`src/rtl/xgemac_pkg.sv`:
```
// Shared XGEMAC TX types: beat widths, beat struct and the arbiter state encoding.
package xgemac_pkg;

    localparam int XGEMAC_DATA_WIDTH = 64;
    localparam int XGEMAC_MOD_WIDTH  = 3;

    // mod == 0 on an eop beat means all bytes valid
    typedef struct packed {
        logic [XGEMAC_DATA_WIDTH-1:0] data;
        logic                         sop;
        logic                         eop;
        logic [XGEMAC_MOD_WIDTH-1:0]  mod;
    } xgemac_beat_t;

    typedef enum logic {
        IDLE = 1'b0,
        XFER = 1'b1
    } arb_state_e;

endpackage

```
`src/rtl/xgemac_rr_pick.sv`:
```
// Two-way round-robin picker: a lone requester wins, on a tie the port other than last wins.
module xgemac_rr_pick
    import xgemac_pkg::*;
(
    input  logic [1:0] req,
    input  logic       last,
    output logic       gnt,
    output logic       valid
);

    always_comb begin
        valid = |req;
        gnt   = 1'b0;
        case (req)
            2'b01:   gnt = 1'b0;
            2'b10:   gnt = 1'b1;
            2'b11:   gnt = ~last;
            default: gnt = 1'b0;
        endcase
    end

endmodule

```
`src/rtl/xgemac_tx_arbiter.sv`:
```
// Packet-atomic two-port round-robin arbiter in front of the XGEMAC pkt_tx interface.
// Optional statistics counters are enabled with `define XGEMAC_TX_ARB_STATS_EN.
module xgemac_tx_arbiter
    import xgemac_pkg::*;
#(
    parameter int DATA_WIDTH = XGEMAC_DATA_WIDTH,
    parameter int MOD_WIDTH  = XGEMAC_MOD_WIDTH,
    parameter int MAX_BEATS  = 200
) (
    input  logic                       clk,
    input  logic                       rst,
    input  logic [1:0][DATA_WIDTH-1:0] src_data,
    input  logic [1:0]                 src_val,
    input  logic [1:0]                 src_sop,
    input  logic [1:0]                 src_eop,
    input  logic [1:0][MOD_WIDTH-1:0]  src_mod,
    output logic [1:0]                 src_rdy,
    output logic [DATA_WIDTH-1:0]      pkt_tx_data,
    output logic                       pkt_tx_val,
    output logic                       pkt_tx_sop,
    output logic                       pkt_tx_eop,
    output logic [MOD_WIDTH-1:0]       pkt_tx_mod,
    input  logic                       pkt_tx_full,
    output logic                       arb_err
`ifdef XGEMAC_TX_ARB_STATS_EN
    ,
    output logic [1:0][31:0]           pkt_cnt,
    output logic [15:0]                err_cnt
`endif
);

    localparam int CNT_W = $clog2(MAX_BEATS + 1);

    arb_state_e       state_q, state_d;
    logic             grant_q, grant_d;
    logic             last_q, last_d;
    logic [CNT_W-1:0] cnt_q, cnt_d;
    xgemac_beat_t     out_q, out_d;
    logic             val_q, val_d;
    logic             err_q, err_d;
    logic [1:0]       idle_err_q, idle_err_d;

    logic             pick_gnt, pick_vld;
    logic [1:0]       bad;
    logic             acc, sop_err, wdog;
    xgemac_beat_t     sel;

    assign bad = src_val & ~src_sop;

    xgemac_rr_pick u_pick (
        .req   (src_val & src_sop),
        .last  (last_q),
        .gnt   (pick_gnt),
        .valid (pick_vld)
    );

    always_comb begin
        src_rdy = '0;
        if (state_q == XFER && !pkt_tx_full) src_rdy[grant_q] = 1'b1;
    end

    always_comb begin
        sel.data = src_data[grant_q];
        sel.sop  = src_sop[grant_q];
        sel.eop  = src_eop[grant_q];
        sel.mod  = src_mod[grant_q];
    end

    assign acc = src_val[grant_q] & src_rdy[grant_q];

    always_comb begin
        state_d    = state_q;
        grant_d    = grant_q;
        last_d     = last_q;
        cnt_d      = cnt_q;
        out_d      = '0;
        val_d      = 1'b0;
        err_d      = 1'b0;
        idle_err_d = idle_err_q;
        sop_err    = 1'b0;
        wdog       = 1'b0;
        case (state_q)
            IDLE: begin
                // A stuck sop-less beat raises arb_err once, not every idle cycle
                idle_err_d = bad;
                err_d      = |(bad & ~idle_err_q);
                cnt_d      = '0;
                if (pick_vld) begin
                    grant_d = pick_gnt;
                    state_d = XFER;
                end
            end
            XFER: begin
                if (acc) begin
                    sop_err    = sel.sop && (cnt_q != '0);
                    wdog       = !sel.eop && (cnt_q == CNT_W'(MAX_BEATS - 1));
                    val_d      = 1'b1;
                    out_d.data = sel.data;
                    out_d.sop  = sel.sop && !sop_err;
                    out_d.eop  = sel.eop || wdog;
                    out_d.mod  = sel.eop ? sel.mod : '0;
                    err_d      = sop_err || wdog;
                    cnt_d      = cnt_q + CNT_W'(1);
                    if (out_d.eop) begin
                        last_d  = grant_q;
                        state_d = IDLE;
                        cnt_d   = '0;
                    end
                end
            end
            default: state_d = IDLE;
        endcase
    end

    always_ff @(posedge clk) begin
        if (rst) begin
            state_q    <= IDLE;
            grant_q    <= 1'b0;
            last_q     <= 1'b1;
            cnt_q      <= '0;
            out_q      <= '0;
            val_q      <= 1'b0;
            err_q      <= 1'b0;
            idle_err_q <= '0;
        end else begin
            state_q    <= state_d;
            grant_q    <= grant_d;
            last_q     <= last_d;
            cnt_q      <= cnt_d;
            out_q      <= out_d;
            val_q      <= val_d;
            err_q      <= err_d;
            idle_err_q <= idle_err_d;
        end
    end

    assign pkt_tx_data = out_q.data;
    assign pkt_tx_val  = val_q;
    assign pkt_tx_sop  = out_q.sop;
    assign pkt_tx_eop  = out_q.eop;
    assign pkt_tx_mod  = out_q.mod;
    assign arb_err     = err_q;

`ifdef XGEMAC_TX_ARB_STATS_EN
    logic [1:0][31:0] pkt_cnt_q, pkt_cnt_d;
    logic [15:0]      err_cnt_q, err_cnt_d;

    // Counted on the decision cycle so counters change with the outputs they describe
    always_comb begin
        pkt_cnt_d = pkt_cnt_q;
        err_cnt_d = err_cnt_q;
        if (val_d && out_d.eop) pkt_cnt_d[grant_q] = pkt_cnt_q[grant_q] + 32'd1;
        if (err_d && err_cnt_q != 16'hFFFF) err_cnt_d = err_cnt_q + 16'd1;
    end

    always_ff @(posedge clk) begin
        if (rst) begin
            pkt_cnt_q <= '0;
            err_cnt_q <= '0;
        end else begin
            pkt_cnt_q <= pkt_cnt_d;
            err_cnt_q <= err_cnt_d;
        end
    end

    assign pkt_cnt = pkt_cnt_q;
    assign err_cnt = err_cnt_q;
`endif

endmodule

```
`config.mk`:
```
export PLATFORM = sky130hd
export DESIGN_NAME = xgemac_tx_arbiter
export DESIGN_NICKNAME = d
export VERILOG_FILES = /design/src/rtl/xgemac_pkg.sv /design/src/rtl/xgemac_rr_pick.sv /design/src/rtl/xgemac_tx_arbiter.sv
export SDC_FILE = /design/constraint.sdc
export NUM_CORES = 1
export LEC_CHECK = 0
export BUFFER_PORTS_ARGS = -buffer_cell sky130_fd_sc_hd__buf_4
export CORE_UTILIZATION = 40
export CTS_CLUSTER_SIZE = 20
export DETAILED_ROUTE_END_ITERATION = 12
export PLACE_DENSITY = 0.77
export SLEW_MARGIN = 10
export SYNTH_ARGS = -nofsm -noshare
export SYNTH_HDL_FRONTEND = slang
export SYNTH_SLANG_ARGS = --single-unit
```
`constraint.sdc`:
```
create_clock -name clk -period 2 [get_ports clk]
set_input_delay 0 -clock clk [delete_from_list [all_inputs] [get_ports clk]]
set_output_delay 0 -clock clk [all_outputs]
set_load 0.01 [all_outputs]
```
==> results.json, run 1 <==
{
  "synth_area_leaders": "dfxtp_1, mux2i_1, nor2_1",
  "status": "aborted with a tool error",
  "root_buffer": "clkbuf_8",
  "synth_most_common_cell": "dfxtp_1",
  "yosysSeqAreaShare": 0.509,
  "ctsHoldBuffers": 128,
  "port_buffers": 215,
  "error_line": "[ERROR RSZ-0060] Max buffer count reached.",
  "ys_ff_latch": 84,
  "stop_stage": "clock tree synthesis",
  "gp_congestion": 0.908,
  "dp_hpwl_mm": 7.28,
  "synth_area_um2": 3300,
  "synth_area_per_cell_um2": 10.3,
  "post_cts_buffers": 0,
  "synth_top_area_share": 0.509,
  "fp.dieW_um": 92.9,
  "syn_inst": 321,
  "dpl.cell_count": 621,
  "synth-main-ff-cell": "dfxtp_1",
  "yosysWarningCount": 0,
  "async_reset_ff_frac": 0,
  "core.rowCount": 32,
  "synth_edf_count": 0,
  "die_h_um": 92.9,
  "cts_buffer_depth": 2,
  "htree_levels": 3,
  "cts_sinks": 84,
  "initial_core_util": 0.421,
  "cts-resized-gates": 0,
  "synth_nets": 466,
  "cts_buffers": 9,
  "yosys.area.top_type": "dfxtp_1",
  "ios": 216,
  "synth.cells.most_frequent": "dfxtp_1, nor2_1, mux2i_1",
  "synth.distinct_cells": 40
}
==> through the flow <==
stage          setup WS, ns  instance area [um^2]
2_1_floorplan         0.490                  3300
3_3_place_gp          0.383                  4950
3_5_place_dp          0.304                  4950
==> logic make-up after synthesis <==
| logic type | count (synthesis) | share of synthesized area |
|---|---|---|
| buffers and inverters | 25 | 0.0447 |
| flip-flops | 84 | 0.509 |
| AND/OR/NAND/NOR | 111 | 0.149 |
| multiplexers | 73 | 0.227 |
| AO/OA/AOI/OAI | 25 | 0.0598 |
| adder cells (fa/ha/maj) | 2 | 0.00757 |
| XOR/XNOR | 1 | 0.00265 |
==> run 2, diff against run 1 <==
--- a/config.mk
+++ b/config.mk
@@ -6,10 +6,9 @@
 export NUM_CORES = 1
 export LEC_CHECK = 0
 export BUFFER_PORTS_ARGS = -buffer_cell sky130_fd_sc_hd__buf_4
-export CORE_UTILIZATION = 40
-export CTS_CLUSTER_SIZE = 20
+export CORE_UTILIZATION = 25
 export DETAILED_ROUTE_END_ITERATION = 12
-export PLACE_DENSITY = 0.77
+export PLACE_DENSITY_LB_ADDON = 0.15
 export SLEW_MARGIN = 10
 export SYNTH_ARGS = -nofsm -noshare
 export SYNTH_HDL_FRONTEND = slang
==> run 2 against run 1 <==
Effect of this change:
- the flow now finishes without violations
- synthesized cell count unchanged
- area after synthesis stayed put
==> results.json, run 2 <==
{
  "hold-worst-slack_ns": 0.0690,
  "cp_max_fo": 21,
  "synth_area_per_cell_um2": 10.3,
  "layout_min_cycle_time_ns": 1.88,
  "syn_inst": 321,
  "timing.final.crit_share": 0.941,
  "core.rowCount": 41,
  "crit_path_end_kind": "flip-flop",
  "grtUsageTotal": 0.166,
  "slowest_stage": "dlygate4sd3_1",
  "vdd_drop_max_uv": 567,
  "post_cts_buffers": 0,
  "grt_pass1_wl_mm": 17.2,
  "initial_core_util": 0.259,
  "synth_edf_count": 0,
  "synth_area_leaders": "dfxtp_1, mux2i_1, nor2_1",
  "startpoint_type": "flip-flop",
  "synth.distinct_cells": 40,
  "tightest_slew_ns": 0.478,
  "rsz0062_at_grt": "false",
  "cts_buffers": 9,
  "die_area_um2": 13700,
  "arrival_ns": 2.11,
  "leakage_nw": 3.02,
  "wl_per_cell_um": 13.9,
  "ff_latch_area_um2": 1690,
  "yosysSeqAreaShare": 0.509,
  "design.core.area_um2": 12800,
  "fp.dieW_um": 117,
  "largest_register_ffs": 64,
  "drive_gt1_frac": 0.360,
  "crit_type": "reg2reg",
  "die_h_um": 117,
  "yosysWarningCount": 0,
  "cellPowerDensity_nw_per_um2": 626,
  "p_total_w": 0.00427,
  "htree_levels": 3,
  "root_buffer": "clkbuf_16",
  "ios": 216,
  "maxCapViolCount": 0,
  "synth_top_area_share": 0.509,
  "final_common_cell": "buf_4",
  "finalSetupViolations": 0,
  "required_ns": 2.22,
  "gp_congestion": 0.806,
  "clk_latency_ns": 0.34,
  "finalClockSkew_ns": 0.00460,
  "seqPwrFrac": 0.402,
  "synth_area_um2": 3300,
  "port_buffers": 215,
  "routed_wl_mm": 11.8,
  "ys_ff_latch": 84,
  "slew_headroom": 0.680,
  "crit_path_start": "grant_q",
  "first_pass_iters": 4,
  "cts_sinks": 84,
  "combPwrFrac": 0.184,
  "vias_per_cell": 4.29,
  "hold_class": "in2reg",
  "status": "finished, final reports clean",
  "r2r_start": "grant_q",
  "synth_nets": 466,
  "yosys.area.top_type": "dfxtp_1",
  "p_sw_frac": 0.223,
  "tns_ns": 0,
  "min-delay-start": "src_val[1]",
  "final_cell_mix": "buf_4, dlygate4sd3_1, dfxtp_1",
  "remaining_drc_errors": 0,
  "crit_path_cell_trace": "mux2_4, nand3_4, buf_12, nor2_1, dlygate4sd3_1",
  "final_nets": 817,
  "antenna_found_initial": 0,
  "slew_violations": 0,
  "diodes": 0,
  "hold_viol_final": 0,
  "p_int_w": 0.00332,
  "grt_start_max_net_pins": 42,
  "fmax_ghz": 0.531,
  "syn2layout_area_growth_pct": 106,
  "synth-main-ff-cell": "dfxtp_1",
  "cts_buffer_depth": 2,
  "vias": 3639,
  "overflow": 0,
  "multi_input_area_um2": 1490,
  "synth_most_common_cell": "dfxtp_1",
  "ant_nets": 0,
  "synth.cells.most_frequent": "dfxtp_1, nor2_1, mux2i_1",
  "grt_pass1_vias": 3574,
  "drt_iter0_drc": 141,
  "max_stage_delay_ns": 0.54,
  "clkPwrFrac": 0.413,
  "async_reset_ff_frac": 0,
  "cts_tree": "built",
  "nFillCells": 1165,
  "dp_hpwl_mm": 7.39,
  "clk_pin_slew_ns": 0.06,
  "p_switching_w": 0.000950
}
==> run 2: cell counts after synthesis <==
Identical to the previous run, type by type.
==> run 2: path summary, 6_finish.rpt <==
kind / to / slack [ns] / cells after the start
hold / removal: state_q / 0.07 / 3
hold reg to reg: idle_err_q[1] / 0.50 / 2
setup / recovery: pkt_tx_data[39] / 0.12 / 5
setup reg to reg: pkt_tx_data[39] / 0.12 / 5
==> run 2: metal layers <==
metal  GRT usage  vias up  wire length (um)
li1            -     1798                 -
met4      0.0565        0               210
met5           0        -                 0
met2       0.291      176              5840
met1       0.184     1650              4690
met3      0.0659       15              1080
==> run 2: cells by family after synthesis <==
| group | synth area share |
|---|---|
| AO/OA/AOI/OAI | 0.0598 |
| XOR/XNOR | 0.00265 |
| adder cells (fa/ha/maj) | 0.00757 |
| buffers and inverters | 0.0447 |
| flip-flops | 0.509 |
| multiplexers | 0.227 |
| AND/OR/NAND/NOR | 0.149 |
==> run 2: per-stage QoR <==
stage               setup slack (ns)  utilization  cell area [um^2]  instances
floorplan                      0.490            -              3300        321
global placement               0.356        0.397              5070        693
detailed placement             0.288        0.397              5070        693
CTS                           0.0112        0.531              6780        848
global route                  0.0434        0.534              6820        849
finish                         0.118        0.534              6820        849
==> run 2: repair_timing <==
action	in CTS	in global routing
endpoints found under the hold margin	74	0
resized for setup	0	3
hold buffers	139	0
endpoints found under the setup margin	0	43
==> run 2: final cells by class <==
class,instances,area share
clock buffers,12,0.0393
clock inverters,4,0.00789
multi-input cells,212,0.218
inverters,4,0.00220
repair buffers,361,0.454
well taps,172,0.0316
flip-flops and latches,84,0.247
==> run 2: worst max-delay path: cells and delay by family (launching register included) <==
family / cells / cell delay, ns
buf+inv: 2 / 0.73
mux: 1 / 0.34
flops: 1 / 0.44
simple gates: 2 / 0.24
==> run 2: power by group through the flow <==
stage	clock network (W)	logic [W]	registers [W]
after global placement	0	0.000510	0.00175
after global routing	0.00190	0.000851	0.00172
after detailed placement	0	0.000514	0.00175
after CTS	0.00183	0.000772	0.00172
after floorplan	0	0.000212	0.00176
final	0.00176	0.000787	0.00172
Note: power is estimated with default switching activity, not from simulation.
==> run 3, diff against run 2 <==
--- a/config.mk
+++ b/config.mk
@@ -12,4 +12,5 @@
 export SLEW_MARGIN = 10
 export SYNTH_ARGS = -nofsm -noshare
 export SYNTH_HDL_FRONTEND = slang
+export SYNTH_HIERARCHICAL = 1
 export SYNTH_SLANG_ARGS = --single-unit
==> run 3 against run 2 <==
Effect of this change:
- combinational power decreased by 9.1%
- highest routed layer unchanged
- cell count down 0.24%
- setup slack got worse by 0.0042 ns
- core utilization barely moved
- sequential share of layout area is 0.39 points higher
- area after synthesis down 2.7%
- die area decreased by 2.6%
==> results.json, run 3 <==
{
  "status": "finished, final reports clean",
  "design.core.area_um2": 12600,
  "largest_register_ffs": 64,
  "die_h_um": 115,
  "port_buffers": 215,
  "core.rowCount": 41,
  "ant_nets": 0,
  "cts_buffer_depth": 2,
  "rsz0062_at_grt": "false",
  "grt_pass1_wl_mm": 16.4,
  "root_buffer": "clkbuf_16",
  "drt_iter0_drc": 137,
  "synth_area_leaders": "dfxtp_1, mux2i_1, nor2_1",
  "vias_per_cell": 4.20,
  "p_sw_frac": 0.205,
  "min-delay-start": "src_sop[1]",
  "synth_top_area_share": 0.523,
  "cts_sinks": 84,
  "hold-worst-slack_ns": 0.0295,
  "async_reset_ff_frac": 0,
  "ff_latch_area_um2": 1690,
  "crit_type": "reg2reg",
  "cts_tree": "built",
  "fmax_ghz": 0.530,
  "vias": 3557,
  "slew_violations": 0,
  "gp_congestion": 0.707,
  "crit_path_cell_trace": "buf_4, mux2i_1, dlygate4sd3_1, nor2_1",
  "timing.final.crit_share": 0.943,
  "synth_nets": 464,
  "slew_headroom": 0.625,
  "fp.dieW_um": 115,
  "ys_ff_latch": 84,
  "crit_path_start": "grant_q",
  "cellPowerDensity_nw_per_um2": 622,
  "antenna_found_initial": 0,
  "remaining_drc_errors": 0,
  "wl_per_cell_um": 12.8,
  "finalSetupViolations": 0,
  "yosysWarningCount": 6,
  "stdcell_area_um2": 6710,
  "required_ns": 2.20,
  "synth_edf_count": 0,
  "crit_path_end_kind": "flip-flop",
  "startpoint_type": "flip-flop",
  "clk_latency_ns": 0.33,
  "hold_class": "in2reg",
  "synth.distinct_cells": 38,
  "dp_hpwl_mm": 7.07,
  "layout_min_cycle_time_ns": 1.89,
  "grt_start_max_net_pins": 50,
  "multi_input_area_um2": 1430,
  "seqPwrFrac": 0.410,
  "drive_gt1_frac": 0.357,
  "grt_pass1_vias": 3574,
  "placed_area_um2": 5020,
  "max_stage_delay_ns": 0.58,
  "syn_inst": 319,
  "grtUsageTotal": 0.158,
  "clkPwrFrac": 0.419,
  "tightest_slew_ns": 0.558,
  "synth.cells.most_frequent": "dfxtp_1, nor2_1, mux2i_1",
  "final_cell_mix": "buf_4, dlygate4sd3_1, dfxtp_1",
  "p_total_w": 0.00418,
  "r2r_slack_ns": 0.11,
  "ios": 216,
  "p_switching_w": 0.000856,
  "leakage_nw": 2.93,
  "diodes": 0,
  "vdd_drop_max_uv": 434,
  "final_nets": 815,
  "postLayoutCoreUtil": 0.534,
  "yosys.area.top_type": "dfxtp_1",
  "synth_most_common_cell": "dfxtp_1",
  "synth-main-ff-cell": "dfxtp_1",
  "arrival_ns": 2.08,
  "finalClockSkew_ns": 0.00521,
  "synth_area_per_cell_um2": 10.1,
  "routed_wl_mm": 10.9,
  "r2r_start": "grant_q",
  "syn2layout_area_growth_pct": 109,
  "overflow": 0,
  "p_int_w": 0.00332,
  "htree_levels": 3,
  "slowest_stage": "dlygate4sd3_1",
  "synth_area_um2": 3210,
  "combPwrFrac": 0.171,
  "clk_pin_slew_ns": 0.06,
  "cts_buffers": 9,
  "die_area_um2": 13300,
  "initial_core_util": 0.256,
  "post_cts_buffers": 0,
  "yosysSeqAreaShare": 0.523,
  "hold_viol_final": 0,
  "final_common_cell": "buf_4",
  "nFillCells": 1116,
  "tns_ns": 0,
  "first_pass_iters": 4,
  "maxCapViolCount": 0,
  "cp_max_fo": 31
}
[run 3: metrics by stage]
step	cells	setup slack, ns
5_1_grt	847	0.00915
4_1_cts	847	0.0139
3_3_place_gp	695	0.291
6_report	847	0.114
3_5_place_dp	695	0.236
2_1_floorplan	319	0.338
[run 3: cells by family after synthesis]
logic type | synth area share
adders and majority gates | 0.00778
muxes | 0.225
and+or+nand+nor | 0.155
buffers and inverters | 0.0331
DFF | 0.523
xor gates and xnor gates | 0.00273
AOI/OAI and AO/OA | 0.0529
[run 3: power by group through the flow]
| stage | sequential, W | combinational [W] | clock [W] |
|---|---|---|---|
| after detailed placement | 0.00175 | 0.000470 | 0 |
| after global routing | 0.00171 | 0.000768 | 0.00189 |
| after CTS | 0.00171 | 0.000708 | 0.00181 |
| after floorplan | 0.00176 | 0.000168 | 0 |
| after global placement | 0.00175 | 0.000467 | 0 |
| final | 0.00171 | 0.000715 | 0.00175 |
[run 3: final cells by class]
cell class,instances,share of cell area
sequential,84,0.251
clock inverter,4,0.0108
tap,172,0.0321
multi-input combinational,210,0.213
inverter,7,0.00391
timing repair buffer,358,0.452
clock buffer,12,0.0367
[run 3: path summary, 6_finish.rpt]
check                         end  cells past startpoint
setup / recovery  pkt_tx_data[30]                      4
hold reg to reg          cnt_q[7]                      1
hold / removal      idle_err_q[1]                      4
setup reg to reg  pkt_tx_data[30]                      4
[run 3: worst max-delay path: cells and delay by family, from the launching register on]
| family | cells | cell delay, ns |
|---|---|---|
| buffers and inverters | 2 | 1.03 |
| DFF | 1 | 0.39 |
| muxes | 1 | 0.27 |
| and+or+nand+nor | 1 | 0.04 |
[run 3: per-layer routing]
metal  vias up  global-route usage  wire, um  part of all wire
met5         -                   0         0                 0
met3        16              0.0548       918             0.084
met4         0              0.0537       200             0.018
li1       1789                   -         -                 -
met2       138               0.302      5660              0.52
met1      1614               0.158      4090              0.38
[run 3: what timing repair did]
| action | CTS | global route |
|---|---|---|
| hold buffers | 136 | 0 |
| endpoints found under the setup margin | 0 | 24 |
| endpoints found under the hold margin | 76 | 0 |
| resized for setup | 0 | 3 |
